### src/rtl/noc_vc_input_buffer.sv
// Per-VC flit FIFO with packet tracking and VCready generation for the VC arbiter.
// Optional statistics (sticky protocol-error flag, accepted-tail counter) under NOC_VC_BUF_STATS_EN.
`ifndef Noc_Data_Width
`define Noc_Data_Width 32
`endif

module noc_vc_input_buffer #(
  parameter int DEPTH           = 8,
  parameter int VC_READY_THRESH = 4
) (
  input  logic                       noc_clk,
  input  logic                       noc_rst_n,
  input  logic                       Noc_receive_valid,
  output logic                       Noc_receive_ready,
  input  logic [`Noc_Data_Width-1:0] Noc_receive_flit,
  input  logic                       Noc_receive_is_header,
  input  logic                       Noc_receive_is_tail,
  output logic                       Noc_VCready,
  output logic                       Noc_send_valid,
  input  logic                       Noc_send_ready,
  output logic [`Noc_Data_Width-1:0] Noc_send_flit,
  output logic                       Noc_send_is_header,
  output logic                       Noc_send_is_tail,
`ifdef NOC_VC_BUF_STATS_EN
  output logic                       Noc_proto_err,
  output logic [15:0]                Noc_pkt_total,
`endif
  output logic                       Noc_pkt_pending
);

  localparam int W  = `Noc_Data_Width;
  localparam int AW = $clog2(DEPTH);
  localparam int CW = AW + 1;
  localparam logic [CW-1:0] FULL_CNT = CW'(DEPTH);
  localparam logic [CW-1:0] THRESH   = CW'(VC_READY_THRESH);

  typedef enum logic {IDLE, IN_PKT} pkt_state_e;

  typedef struct packed {
    logic         tail;
    logic         header;
    logic [W-1:0] flit;
  } entry_t;

  entry_t          mem_q [DEPTH];
  entry_t          head;
  logic [AW-1:0]   wr_ptr_q, wr_ptr_d, rd_ptr_q, rd_ptr_d;
  logic [CW-1:0]   count_q, count_d, pkt_cnt_q, pkt_cnt_d;
  pkt_state_e      state_q, state_d;
  logic            wr_en, rd_en, wr_tail, rd_tail;

  assign Noc_receive_ready = (count_q != FULL_CNT);
  assign Noc_send_valid    = (count_q != '0);
  assign wr_en             = Noc_receive_valid && Noc_receive_ready;
  assign rd_en             = Noc_send_valid && Noc_send_ready;

  // Show-ahead head entry, forced to zero while empty since memory is never cleared.
  assign head               = Noc_send_valid ? mem_q[rd_ptr_q] : '0;
  assign Noc_send_flit      = head.flit;
  assign Noc_send_is_header = head.header;
  assign Noc_send_is_tail   = head.tail;

  assign wr_tail = wr_en && Noc_receive_is_tail;
  assign rd_tail = rd_en && head.tail;

  assign Noc_VCready     = (state_q == IDLE) && ((FULL_CNT - count_q) >= THRESH);
  assign Noc_pkt_pending = (pkt_cnt_q != '0);

  always_comb begin
    // NOTE: every variable gets a default first so no path leaves it unassigned (no latch).
    wr_ptr_d  = wr_ptr_q;
    rd_ptr_d  = rd_ptr_q;
    count_d   = count_q;
    pkt_cnt_d = pkt_cnt_q;
    state_d   = state_q;

    if (wr_en) wr_ptr_d = wr_ptr_q + AW'(1);
    if (rd_en) rd_ptr_d = rd_ptr_q + AW'(1);

    unique case ({wr_en, rd_en})
      2'b10:   count_d = count_q + CW'(1);
      2'b01:   count_d = count_q - CW'(1);
      default: count_d = count_q;
    endcase

    unique case ({wr_tail, rd_tail})
      2'b10:   pkt_cnt_d = pkt_cnt_q + CW'(1);
      2'b01:   pkt_cnt_d = pkt_cnt_q - CW'(1);
      default: pkt_cnt_d = pkt_cnt_q;
    endcase

    // Tail wins over header, so single-flit packets and stray tails both land in IDLE.
    if (wr_en) begin
      if (Noc_receive_is_tail)        state_d = IDLE;
      else if (Noc_receive_is_header) state_d = IN_PKT;
    end
  end

  always_ff @(posedge noc_clk or negedge noc_rst_n) begin
    if (!noc_rst_n) begin
      wr_ptr_q  <= '0;
      rd_ptr_q  <= '0;
      count_q   <= '0;
      pkt_cnt_q <= '0;
      state_q   <= IDLE;
    end else begin
      // NOTE: non-blocking assignments so every register samples pre-edge values.
      wr_ptr_q  <= wr_ptr_d;
      rd_ptr_q  <= rd_ptr_d;
      count_q   <= count_d;
      pkt_cnt_q <= pkt_cnt_d;
      state_q   <= state_d;
    end
  end

  // NOTE: storage has no reset; count_q alone decides validity, keeping the array plain RAM.
  always_ff @(posedge noc_clk) begin
    if (wr_en) mem_q[wr_ptr_q] <= '{tail: Noc_receive_is_tail,
                                    header: Noc_receive_is_header,
                                    flit: Noc_receive_flit};
  end

`ifdef NOC_VC_BUF_STATS_EN
  logic        proto_err_q, proto_err_d;
  logic [15:0] pkt_total_q, pkt_total_d;
  logic        violation;

  assign violation = wr_en && ((state_q == IN_PKT &&  Noc_receive_is_header) ||
                               (state_q == IDLE   && !Noc_receive_is_header));
  assign proto_err_d = proto_err_q | violation;
  assign pkt_total_d = wr_tail ? pkt_total_q + 16'd1 : pkt_total_q;

  always_ff @(posedge noc_clk or negedge noc_rst_n) begin
    if (!noc_rst_n) begin
      proto_err_q <= 1'b0;
      pkt_total_q <= '0;
    end else begin
      proto_err_q <= proto_err_d;
      pkt_total_q <= pkt_total_d;
    end
  end

  assign Noc_proto_err = proto_err_q;
  assign Noc_pkt_total = pkt_total_q;
`endif

endmodule

### config.mk
export PLATFORM = sky130hd
export DESIGN_NAME = noc_vc_input_buffer
export DESIGN_NICKNAME = d
export VERILOG_FILES = /design/src/rtl/noc_vc_input_buffer.sv
export SDC_FILE = /design/constraint.sdc
export NUM_CORES = 1
export LEC_CHECK = 0
export CAP_MARGIN = 10
export CORE_ASPECT_RATIO = 1.25
export CORE_MARGIN = 5
export CORE_UTILIZATION = 40
export CTS_CLUSTER_SIZE = 25
export DETAILED_ROUTE_END_ITERATION = 8
export PLACE_DENSITY = 0.66
export REMOVE_ABC_BUFFERS = 1
export SYNTH_ARGS = -nofsm -noshare
export SYNTH_HDL_FRONTEND = slang
export SYNTH_SLANG_ARGS = --single-unit
### constraint.sdc
create_clock -name noc_clk -period 9.55 [get_ports noc_clk]
set_clock_uncertainty 0.1 [all_clocks]
set_input_delay 1.91 -clock noc_clk [delete_from_list [all_inputs] [get_ports noc_clk]]
set_output_delay 1.91 -clock noc_clk [all_outputs]
set_load 0.005 [all_outputs]
# == Word level (Yosys, flattened, before mapping) ==
# Memory sizes are Yosys's and may differ from the RTL's.
# Index checks and enable logic that the tools add are counted.
# Widths: inputs -> output; s select.
# op_classes
n_addsub,7
n_mul,0
n_div,0
n_lt_le_gt_ge,1
eq_ne,5
n_shift,0
muxes,7
bitwise_logic,1
reduce_logical,11
# op_table
cell,count
$mux 34,1
$pmux 4 s2,2
$add 4x1->4 const B,2
$reduce_bool 4->1,2
$sub 4x1->4 const B,2
$add 3x1->3 const B,2
$reduce_bool 2->1,3
$logic_and 1x1->1,5
$eq 2x1->1 const B,2
$eq 2x2->1 const B,2
$ge 4x3->1 const B,1
$mux 1,4
$ne 4x4->1 const B,1
$sub 4x4->4 const A,1
$reduce_and 2->1,1
$not 1->1,1
# word_totals
reg_bits,15
latch_bits,0
mem_bits_rw,272
romBits,0
in_bits,38
output_inout_bits,38
elab_cells,38
memories,1
# mem_list
name,depth,width,read_ports,rd_ports_with_merged_regs,wr,line,text
mem_q,8,34,1,0,1,45,entry_t mem_q [DEPTH];

# == Longest topological paths before layout ==
# Gate-level depths: netlist of run 1.
# depth
depth_word,5
depth_mapped,10
depth_no_buf,9

# == Worst setup path before layout of run 1 ==
# OpenSTA, ideal clock, no wires.
# synth_path
path_type,input to register
startpoint,input Noc_receive_valid
endpoint,"memory mem_q[0][0] (netlist name), enable pin"
setup_ns,0.510
t_arrival_ns,5.216
required_ns,8.940
path_slack_ns,3.724
stages,2
path_buffers,0
path_cell_list,nand2_8 nor4_1
# synth_via
elab_chain_len,3
# synth_rtl
element,line,text
start: declaration,13,"input logic Noc_receive_valid,"
$logic_and 1x1->1,54,assign wr_en = Noc_receive_valid && Noc_receive_ready;
$mux 1,118,"if (wr_en) mem_q[wr_ptr_q] <= '{tail: Noc_receive_is_tail,"
$mux 1 (not written as such),118,
end: declaration,45,
# No other way between the ends.

# == Worst setup path in the final report of run 1 ==
# layout_path
startpoint,register rd_ptr_q[0]
endpoint,output Noc_send_flit[27]
# layout_via
elab_chain_len,2
# layout_rtl
element,line,text
start: declaration,47,"logic [AW-1:0] wr_ptr_q, wr_ptr_d, rd_ptr_q, rd_ptr_d;"
start signal: assignment,109,rd_ptr_q <= rd_ptr_d;
$mem_v2 8x34,--,
$mux 34,58,assign head = Noc_send_valid ? mem_q[rd_ptr_q] : '0;
end: declaration,21,"output logic [`Noc_Data_Width-1:0] Noc_send_flit,"
# No other way between the ends.

==> results summary, run 1 <==
The detailed-route DRC error count came out at 0. The overall global routing resource usage came out at 0.139. Setup total negative slack on the finished layout was measured at 0 ns. The clock drives 287 sinks. For this configuration, the core starts out at a cell density of 0.407. For this run, the number of Yosys warnings is 0. The class of the tightest hold or removal check is reg2reg. The first-pass iteration count of the detailed router came out at 5.

The flow ran to the end, and the final reports show no timing, DRC or antenna violations. The clock transition time at the flip-flop clock pins of the worst setup and hold paths is 0.06 ns. The number of buffers on the longest clock path came out at 3. At the worst endpoint, the arrival time is 3.41 ns. Counting the buffers created by CTS gives 27. For this run the aggregate overflow at the end of global routing stands at 0.

The met2 global-route usage came out at 0.241. The routed wire length is 21,900 µm. The clock tree from TritonCTS is done.

The clock latency on the worst-skew pair is 0.53 ns. In this run the core area contains 68 standard-cell rows. Before CTS, the worst setup slack after placement is 4.56 ns. The final hold violation count is 0. The total core area came out at 27,700 µm². The end point of the critical path is Noc_send_flit[27]. The number of setup violations in the final report came out at 0. The number of antenna violations at the first check in global routing is 2. The iteration-0 DRC count of the detailed router came out at 363. The source of the worst register-to-register timing path is rd_ptr_q[1]. The total power draw is 4.07 mW. Once the clock tree was built, the resizer swapped 0 gates to a different size. The area fraction in compound gates after synthesis came out at 0.0348. The post-synthesis instance area came out at 11,200 µm². The growth of design area from synthesis to finish came out at 17.3%. By area, the combinational part of the netlist is dominated by multiplexers. The proportion of layout cells with a drive suffix above 1 is 0.222. The number of distinct library cell variants in the gate-level netlist after synthesis came out at 37.

The repair_antennas step left the layout with diodes totalling 0. For this run, the leading register cell type out of synthesis is edfxtp_1. The pin count of the biggest net entering global routing is 71. The final hold slack came out at 0.444 ns. In the routed layout, each cell is associated on average with a via count of 5.45.

The maximum achievable frequency came out at 185 MHz. The maximum fanout count along the critical path is 51. The category of the most critical setup path is reg2out. Of the total synthesized cell area, the portion taken by AND, OR, NAND and NOR gates is 0.0234. The number of filler cells placed in the layout is 2,193. The wire length of the first global-routing pass came out at 34,100 µm. Measured against its own limit, the worst slew margin works out to 0.223.

The number of enable flip-flop cells after synthesis came out at 272. The height of the die is 197 µm. The boundary pin count came out at 76. The floorplan die area is 31,600 µm².

The most critical setup path has its startpoint at rd_ptr_q[0]. The number of levels in the clock H-tree came out at 1. The share of cell area taken by muxes after synthesis is 0.143. After clock tree synthesis, the setup repair step added 0 buffers. The number of buffers inserted by port buffering is 75. The setup slack of the most critical reg-to-reg path is 5.64 ns.

The average wire per cell in the routed design is 22.7 µm. Of the total synthesized cell area, the portion taken by XOR and XNOR cells is 0.00623. The fraction of registers with async set or reset after synthesis is 0.0523. Setup repair after global routing left no endpoint under its margin. The global routing stage identified its most utilized layer as met2. The worst setup path is captured at an output port. The largest total area in the synthesized netlist belongs to edfxtp_1. The fraction of synthesized cell area taken by the top area cell type came out at 0.726. By area the synthesized netlist is led by edfxtp_1 (73%), mux4_2 (14%), dfrtp_1 (3.3%).

The worst path needs 5.42 ns of the cycle, external delays included. The via count of the first global-routing pass is 5,849. The worst-case IR drop observed on VDD is 0.000160 V. The cell sitting at the root of the clock tree is a clkbuf_16.

The count of cells along the worst register-to-register path is 8. The routability congestion estimate from global placement is 0.721. The met3 routing resource usage after global routing is 0.0319. The synthesized area divided by synthesized cell count is 22.2 µm².

The reported leakage power came out at 4.22 nW. At the pin with the least slew margin, the transition time is 1.16 ns. The HPWL after detailed placement is 12,100 µm. In the global route stage, met1 resource usage came out at 0.180.

The power density over the cells is 309 nW/µm². The number of max-slew violations in the final report is 0. Measured along the x axis, the die boundary spans 160 µm.

The detail route stage leaves a number of antenna-violating nets equal to 0. The start point of the worst min-delay path is pkt_cnt_q[2]. The synthesized instance count is 506. In this run the critical register-to-register path is captured at pkt_cnt_q[3]. The hold buffer count at cts came out at 0.

The adder-cell share of the synthesized area came out at 0.0125. The portion of the post-synthesis area used by sequential elements is 0.760. The final layout contains 640 nets.

At the worst endpoint, the required time is 7.54 ns. The reported max-cap violation count is 0. Dividing the final minimum period by the clock period gives 0.567. The worst setup path is launched from a register. Detailed routing inserted a total of 5,241 vias.

The worst-case setup margin in the final layout is 4.13 ns. The synthesized design contains 287 register bits.
flip-flops by register name, indices dropped and copies added, names as in the netlist:
signal,count
rd_ptr_q,3
pkt_cnt_q,4
count_q,4
wr_ptr_q,3
state_q,1
mem_q,272
metal layers:
metal | vias up | part of all wire
met1 | 2746 | 0.40
met3 | 36 | 0.071
met4 | 4 | 0.016
met2 | 152 | 0.52
met5 | - | 0.00087
li1 | 2303 | -
how the worst min path moves through the flow:
stage              endpoint  slack, ns  cells after the start
2_1_floorplan  pkt_cnt_q[2]       0.37                      2
5_1_grt        pkt_cnt_q[2]       0.49                      2
4_1_cts        pkt_cnt_q[2]       0.45                      2
3_3_place_gp   pkt_cnt_q[2]       0.39                      2
6_report       pkt_cnt_q[2]       0.44                      2
3_5_place_dp   pkt_cnt_q[2]       0.43                      2
stage by stage:
step                      area (µm²)  utilization  cells
after floorplan                11100            -    479
after global placement         12400        0.447    913
after detailed placement       12400        0.447    913
after CTS                      13200        0.477    962
after global routing           13200        0.477    962
final                          13200        0.477    962
kinds of logic after synthesis:
group / count (synthesis)
and+or+nand+nor: 41
adders and majority gates: 10
DFF: 287
xor gates and xnor gates: 8
buffers and inverters: 37
muxes: 75
AOI/OAI and AO/OA: 48
cell usage after synthesis, types with 2 or more instances:
cell      number
inv_1          9
a2111o_1       2
mux4_2        68
nor3_1         4
buf_2         12
a21oi_1        4
dfrtp_1       15
nand2b_1       3
nor2_1         8
o211ai_1       2
a31oi_1        2
buf_6          5
mux2_2         3
o21ai_0        3
or4b_2         2
nor3b_1        6
o311ai_0       2
clkbuf_1       6
mux2i_1        3
nand2_1        4
xor2_1         2
fa_1           2
nand3_1        8
buf_8          3
ha_1           8
xnor2_1        6
a22o_1        33
edfxtp_1     272
worst max-delay path: stages (launching register included):
cell and delay (ns):
dfrtp_4 0.65, buf_4 0.86, mux4_2 0.60, a22o_1 0.29, clkdlybuf4s50_1 0.46
power by group:
group | total (mW) | leakage, nW | internal [mW] | switching, mW
Clock | 0.987 | 0.399 | 0.559 | 0.428
Sequential | 1.76 | 2.65 | 1.60 | 0.164
Combinational | 1.33 | 1.18 | 0.734 | 0.591
Total | 4.07 | 4.22 | 2.89 | 1.18
final cells by class:
class                   instances  area (µm²)  share of cell area
inverters                      10        37.5             0.00285
clock buffers                  37         723              0.0548
clock inverters                12        96.3             0.00730
flip-flops and latches        287        8550               0.648
well taps                     350         438              0.0332
repair buffers                 84         818              0.0620
multi-input cells             182        2530               0.192
cells in the final DEF, fill, tap and decap left out, types with 2 or more instances in the layout:
cell and instances:
a22o_1 33, dfrtp_1 13, inv_6 2, nand3_1 8, mux4_2 68, nor2_1 4
mux2_2 3, nor3b_1 6, buf_4 9, clkbuf_1 9, o311ai_0 2, a31oi_1 2
clkbuf_16 27, o211ai_1 2, edfxtp_1 272, clkinvlp_4 2, a2111o_1 2, clkinv_2 6
fa_1 2, mux2i_1 3, nor3_2 4, a21oi_1 4, xnor2_1 6, dfrtp_4 2
nand2b_1 3, clkdlybuf4s50_1 75, or4b_2 2, ha_1 8, o21ai_0 3, inv_1 9
nor2_4 4, nand2_1 4, xor2_1 2
(Power assumes the default switching activity.)
==> run 2: changes to the inputs <==
==> constraint.sdc (replaced) <==
create_clock -name noc_clk -period 5.39 [get_ports noc_clk]
set_clock_uncertainty 0.1 [all_clocks]
set_input_delay 1.078 -clock noc_clk [delete_from_list [all_inputs] [get_ports noc_clk]]
set_output_delay 1.078 -clock noc_clk [all_outputs]
set_load 0.005 [all_outputs]
==> results summary, run 2 (synthesis results as in run 1) <==
The source of the worst register-to-register timing path is rd_ptr_q[1]. The tightest min-delay check is of the reg2reg type. The tree is rooted in a clkbuf_16. The end point of the critical path is Noc_send_flit[8].

The overall global routing resource usage is 0.143. The number of buffers inserted by port buffering is 75. The final period demand of the worst path came out at 4.26 ns. The sequential cell area came out at 8550 µm².

The power density over the cells is 547 nW/µm². The run finished with clean final reports. The growth of design area from synthesis to finish came out at 17.5%. The routed wire length came out at 22,200 µm.

Summing all multi-input logic gate instances after layout gives 2530 µm². The critical path data required time came out at 4.21 ns. The actual transition at the worst max-transition pin came out at 1.13 ns. The maximum achievable frequency is 235 MHz. Once layout is complete, the utilization of the core stands at 0.478. For met2 alone, demand over resource in global routing was 0.239. The setup path with the least slack is of type reg2out. The most critical setup path has its startpoint at rd_ptr_q[1].

The wire length of the first global-routing pass is 34,900 µm. The count of cells along the worst register-to-register path came out at 8. The boundary pin count came out at 76. The floorplan has 68 rows.

The detailed router finished its first iteration with 375 violations. The via count of the first global-routing pass came to 5,779. The TritonCTS buffer count is 28. The floorplan die area is 31,600 µm². The number of max-slew violations in the final report came out at 0.

The most frequent standard cell in the layout excluding fill and tap cells is edfxtp_1. VDD sags by at most 0.000331 V. Entering global routing, the biggest net connects 44 pins. The number of setup violations in the final report is 0.

The worst setup path is launched from a register. The via count came out at 5,310. For the worst-skew pair, the clock arrives at the later sink with an insertion delay of 0.53 ns.

Post-CTS repair changed the size of 0 cells. The pre-antenna-repair detailed-routing pass consisted of 5 iterations. The analysis attributes to cell leakage a power of 4.23 nW. The floorplan step set the die height to 197 µm. The detailed-route DRC error count is 0.

TritonCTS built the clock tree. In the routed layout, each cell is associated on average with a via count of 5.50. Setup repair after global routing left no endpoint under its margin. The global-route track usage on met1 came out at 0.193.

The tool flagged a number of max-cap violations equal to 0. The number of nets in the layout is 645. The worst setup path is captured at an output port.

The aggregate global routing overflow came out at 0. The effective utilization at floorplan is 0.407. The maximum fanout count along the critical path came out at 43.

The clock drives 287 sinks. STA puts the critical path data arrival time at 3.09 ns. The total core area came out at 27,700 µm². The remaining max-slew budget at the tightest pin is 0.247. The layer flagged by global routing as most heavily used is met2.

Post-CTS timing repair inserted 0 buffers for setup. The clock passes through at most 3 buffers. The final hold violation count came to 0. The detailed placement HPWL came out at 12,800 µm.

The share of the cycle needed by the critical path after routing came out at 0.791. The flip-flop count of the largest register, all copies and words added is 272. The hold buffer count at cts is 0. The met3 routing resource usage after global routing came out at 0.0317. Leaving out fill and tap cells, the most frequent cells in the layout are edfxtp_1 (272), clkdlybuf4s50_1 (75), mux4_2 (68). In the final routed layout, each cell accounts on average for 23.0 µm. The congestion estimate from routability-driven global placement came to 0.705. The number of filler cells placed in the layout is 2,182. The number of levels in the clock H-tree came out at 1. Of the cells placed in the final design, the portion with a size suffix greater than 1 is 0.216. In this run the remaining antenna-violating nets after routing total 0.

The setup slack of the most critical reg-to-reg path is 1.71 ns. The reg-to-reg critical path endpoint is pkt_cnt_q[3]. The horizontal die dimension came out at 160 µm.

mem_q holds more flip-flops than any other register. The clock transition time at the flip-flop clock pins of the worst setup and hold paths came out at 0.06 ns. The sum of negative setup slack is 0 ns. The largest registers in the layout are mem_q (272), count_q (4), pkt_cnt_q (4). The repair_antennas step left the layout with diodes totalling 0. The number of antenna violations at the first check in global routing was 3.
run 2: cell count changes in the layout (fill, tap and decap cells not counted), sizes merged:
cell      previous run  this run
bufinv               1         0
clkbuf              37        40
clkinvlp             2         0
inv                 12        11
buf                  9        13
run 2: worst min-delay path by stage:
stage / start / to / depth (start not counted)
3_5_place_dp: pkt_cnt_q[2] / pkt_cnt_q[2] / 2
5_1_grt: pkt_cnt_q[0] / pkt_cnt_q[0] / 1
3_3_place_gp: pkt_cnt_q[2] / pkt_cnt_q[2] / 2
2_1_floorplan: pkt_cnt_q[2] / pkt_cnt_q[2] / 2
6_report: pkt_cnt_q[2] / pkt_cnt_q[2] / 2
4_1_cts: pkt_cnt_q[2] / pkt_cnt_q[2] / 2
run 2: routing by layer:
layer | vias to the layer above | part of all wire
li1 | 2315 | -
met1 | 2829 | 0.42
met2 | 131 | 0.51
met3 | 29 | 0.058
met4 | 6 | 0.016
met5 | - | 0.0018
run 2: area by class of cell:
| type | count | share of cell area |
|---|---|---|
| Multi-Input combinational cell | 182 | 0.191 |
| Clock inverter | 8 | 0.00313 |
| Timing Repair Buffer | 88 | 0.0642 |
| Sequential cell | 287 | 0.647 |
| Tap cell | 350 | 0.0332 |
| Clock buffer | 40 | 0.0581 |
| Inverter | 10 | 0.00284 |
run 2: stage by stage:
step	hold WS [ns]	setup slack, ns	cell area [µm²]	power [mW]	std cells
finish	0.457	1.13	13200	7.23	965
CTS	0.457	1.08	13200	7.34	965
floorplan	0.369	0.386	11100	4.52	479
global placement	0.388	1.68	12400	5.50	917
detailed placement	0.444	1.64	12400	5.59	917
global route	0.508	0.958	13200	7.62	965
run 2: report_power, final:
group          leakage, nW  switching (mW)  internal [mW]
Combinational         1.20            1.07           1.31
Clock                0.391           0.763          0.982
Sequential            2.65           0.281           2.83
run 2: worst max-delay path, stage by stage, from the launching register on:
cell and delay, ns:
dfrtp_4 0.87, buf_4 0.50, mux4_2 0.37, a22o_1 0.30
clkdlybuf4s50_1 0.49
==> run 3: changes to the inputs <==
--- a/config.mk
+++ b/config.mk
@@ -11,7 +11,7 @@
 export CORE_UTILIZATION = 40
 export CTS_CLUSTER_SIZE = 25
 export DETAILED_ROUTE_END_ITERATION = 8
-export PLACE_DENSITY = 0.66
+export PLACE_DENSITY = 0.68
 export REMOVE_ABC_BUFFERS = 1
 export SYNTH_ARGS = -nofsm -noshare
 export SYNTH_HDL_FRONTEND = slang
==> constraint.sdc (replaced) <==
create_clock -name noc_clk -period 3.6 [get_ports noc_clk]
set_clock_uncertainty 0.1 [all_clocks]
set_input_delay 0.72 -clock noc_clk [delete_from_list [all_inputs] [get_ports noc_clk]]
set_output_delay 0.72 -clock noc_clk [all_outputs]
set_load 0.005 [all_outputs]
==> results summary, run 3 (synthesis results as in run 1) <==
More flip-flops sit in one register than any other, and that register is mem_q. At the end of the flow the core is filled with cells to 0.485. The floorplan die area came out at 31,600 µm². The final hold violation count is 0.

The final hold slack is 0.450 ns. The number of antenna violations at the first check in global routing came out at 3. STA puts the critical path data required time at 2.78 ns. The iteration-0 DRC count of the detailed router came out at 344.

The register with the most flip-flops in the layout has 272 of them. In this run, CTS created clock tree buffers numbering 27. The average wire per cell in the routed design is 23.1 µm. The detailed placement HPWL is 12,100 µm. Before antenna repair, the detailed router went through 4 iterations.

The boundary pin count is 76. Measured against its own limit, the worst slew margin works out to 0.530. The most used routing layer is met2. The worst-case setup slack after placement came out at 0.217 ns.

The depth of the worst hold-timing path is 2. In the layout the commonest cells are edfxtp_1 (272), clkdlybuf4s50_1 (75), mux4_2 (68). The final period demand of the worst path came out at 3.48 ns. The path length in cells of the critical path is 5. For this run, global-route usage on met1 was measured as 0.178. Traced cell by cell, the critical path runs through nor4_4, inv_2, and2_4, a22o_1, clkdlybuf4s50_1. Excluding fillers, the count of instances in the completed layout stands at 968.

The master cell of the clock root buffer is clkbuf_16. The number of max-slew violations in the final report came to 0. The worst setup path is captured at an output port.

The count of nets left with antenna violations once routing finished came out at 0. The worst setup path is launched from a register. The total core area is 27,700 µm². The effective utilization at floorplan came out at 0.407. The overall global routing resource usage is 0.140. The reported max-cap violation count came out at 0. For this run the aggregate overflow at the end of global routing stands at 0. The flow ran to the end, and the final reports show no timing, DRC or antenna violations. For this run, design rule violations remaining after detail routing come to 0. In this run the tool buffered the top-level ports with 75 buffer cells. Summing all placed instances gives a cell area of 12,600 µm².

At the end of the flow, the number of nets in the layout was 646. The number of filler cells placed in the layout came out at 2,151. The via count came out at 5,257. The critical path contains buffers and inverters numbering 2 combined. The maximum fanout count along the critical path is 33.

The site row count is 68. The maximum achievable frequency is 287 MHz. The cell family contributing the most delay on the critical path is simple AND/OR/NAND/NOR gates.

Counting along the longest clock path gives a buffer depth of 3. The actual transition at the worst max-transition pin came out at 0.702 ns. After routing the design area is 13,400 µm².

The cell count after placement came out at 918. The critical path data arrival time came out at 2.66 ns. In the final layout, the registers with the most flip-flops are mem_q (272), count_q (4), pkt_cnt_q (4). The number of setup violations in the final report is 0. Setup repair after global routing left no endpoint under its margin. The clock transition time at the flip-flop clock pins of the worst setup and hold paths is 0.06 ns.

Using the TritonRoute via totals, the vias-per-cell ratio works out to 5.43. The library cell used most frequently in the layout, excluding fill and tap cells, is edfxtp_1. The share of the cycle needed by the critical path after routing came out at 0.967. The count of cells along the worst register-to-register path is 8.

The proportion of layout cells with a drive suffix above 1 is 0.230. The routability congestion estimate from global placement came out at 0.767. By startpoint and endpoint, the worst setup path is classified as reg2out. Buffers added to address setup during post-CTS repair amount to 0.

The peak ir drop on the vdd network is 0.000423 V. The later pin in the worst-skew pair is clocked with a latency of 0.51 ns. The wire length of the first global-routing pass is 33,900 µm.

The via count of the first global-routing pass is 5,734. For this design the static power due to leakage is 4.32 nW. The TritonCTS sink count came out at 287. The number of antenna diodes in the final layout is 0.

TritonCTS built the clock tree. The power density over the cells is 824 nW/µm². The worst hold path belongs to the class reg2reg.

The total power draw is 11.1 mW. The die is 160 µm wide. The growth of design area from synthesis to finish is 19.4%. For this run, global-route usage on met3 was measured as 0.0286. The pin count of the biggest net entering global routing came out at 55. The sum of negative setup slack came out at 0 ns. The delay of the slowest cell on the worst path came out at 0.47 ns. In this run the number of H-tree levels came out at 1.

The met2 global-route usage came out at 0.251. The routed wire length is 22,400 µm. The height of the die came out at 197 µm. The slowest stage of the critical path belongs to the cell clkdlybuf4s50_1. The worst-case setup margin in the final layout came out at 0.119 ns.
==> run 3: where the power goes <==
part           switching [mW]  leakage, nW  internal, mW
Sequential              0.280         2.65          4.23
Combinational            1.80         1.26          2.11
Clock                    1.12        0.412          1.52
==> run 3: routing by layer <==
metal / routed length [µm] / vias to the layer above
li1: - / 2322
met1: 8740 / 2763
met5: 39 / -
met3: 1460 / 30
met4: 249 / 6
met2: 11900 / 136
==> run 3: worst paths after layout <==
check	from	end	slack, ns
max reg2reg	rd_ptr_q[1]	pkt_cnt_q[3]	0.33
max	count_q[2]	Noc_send_flit[5]	0.12
min in group asynchronous	noc_rst_n	count_q[1]	0.53
min	pkt_cnt_q[2]	pkt_cnt_q[2]	0.45
min reg2reg	pkt_cnt_q[2]	pkt_cnt_q[2]	0.45
max in group asynchronous	noc_rst_n	rd_ptr_q[1]	2.36
==> run 3: repair_timing <==
action / CTS / global route
resized for setup: 0 / 1
setup endpoints to repair: 0 / 4
hold buffers: 0 / 0
==> run 3: cell type report <==
class | instances | area [µm²] | share of cell area
sequential | 287 | 8550 | 0.637
multi-input combinational | 182 | 2530 | 0.188
timing repair buffer | 90 | 1040 | 0.0774
clock buffer | 32 | 694 | 0.0517
tap | 350 | 438 | 0.0326
clock inverter | 17 | 138 | 0.0103
inverter | 10 | 37.5 | 0.00280
==> run 3: worst reg2reg max path: stages (launching register included) <==
cell and delay [ns]:
dfrtp_4 0.61, mux4_2 0.54, mux2i_1 0.27, nor2_1 0.09, ha_1 0.23, ha_1 0.35
or4b_2 0.70, o311ai_0 0.14, o211ai_1 0.12
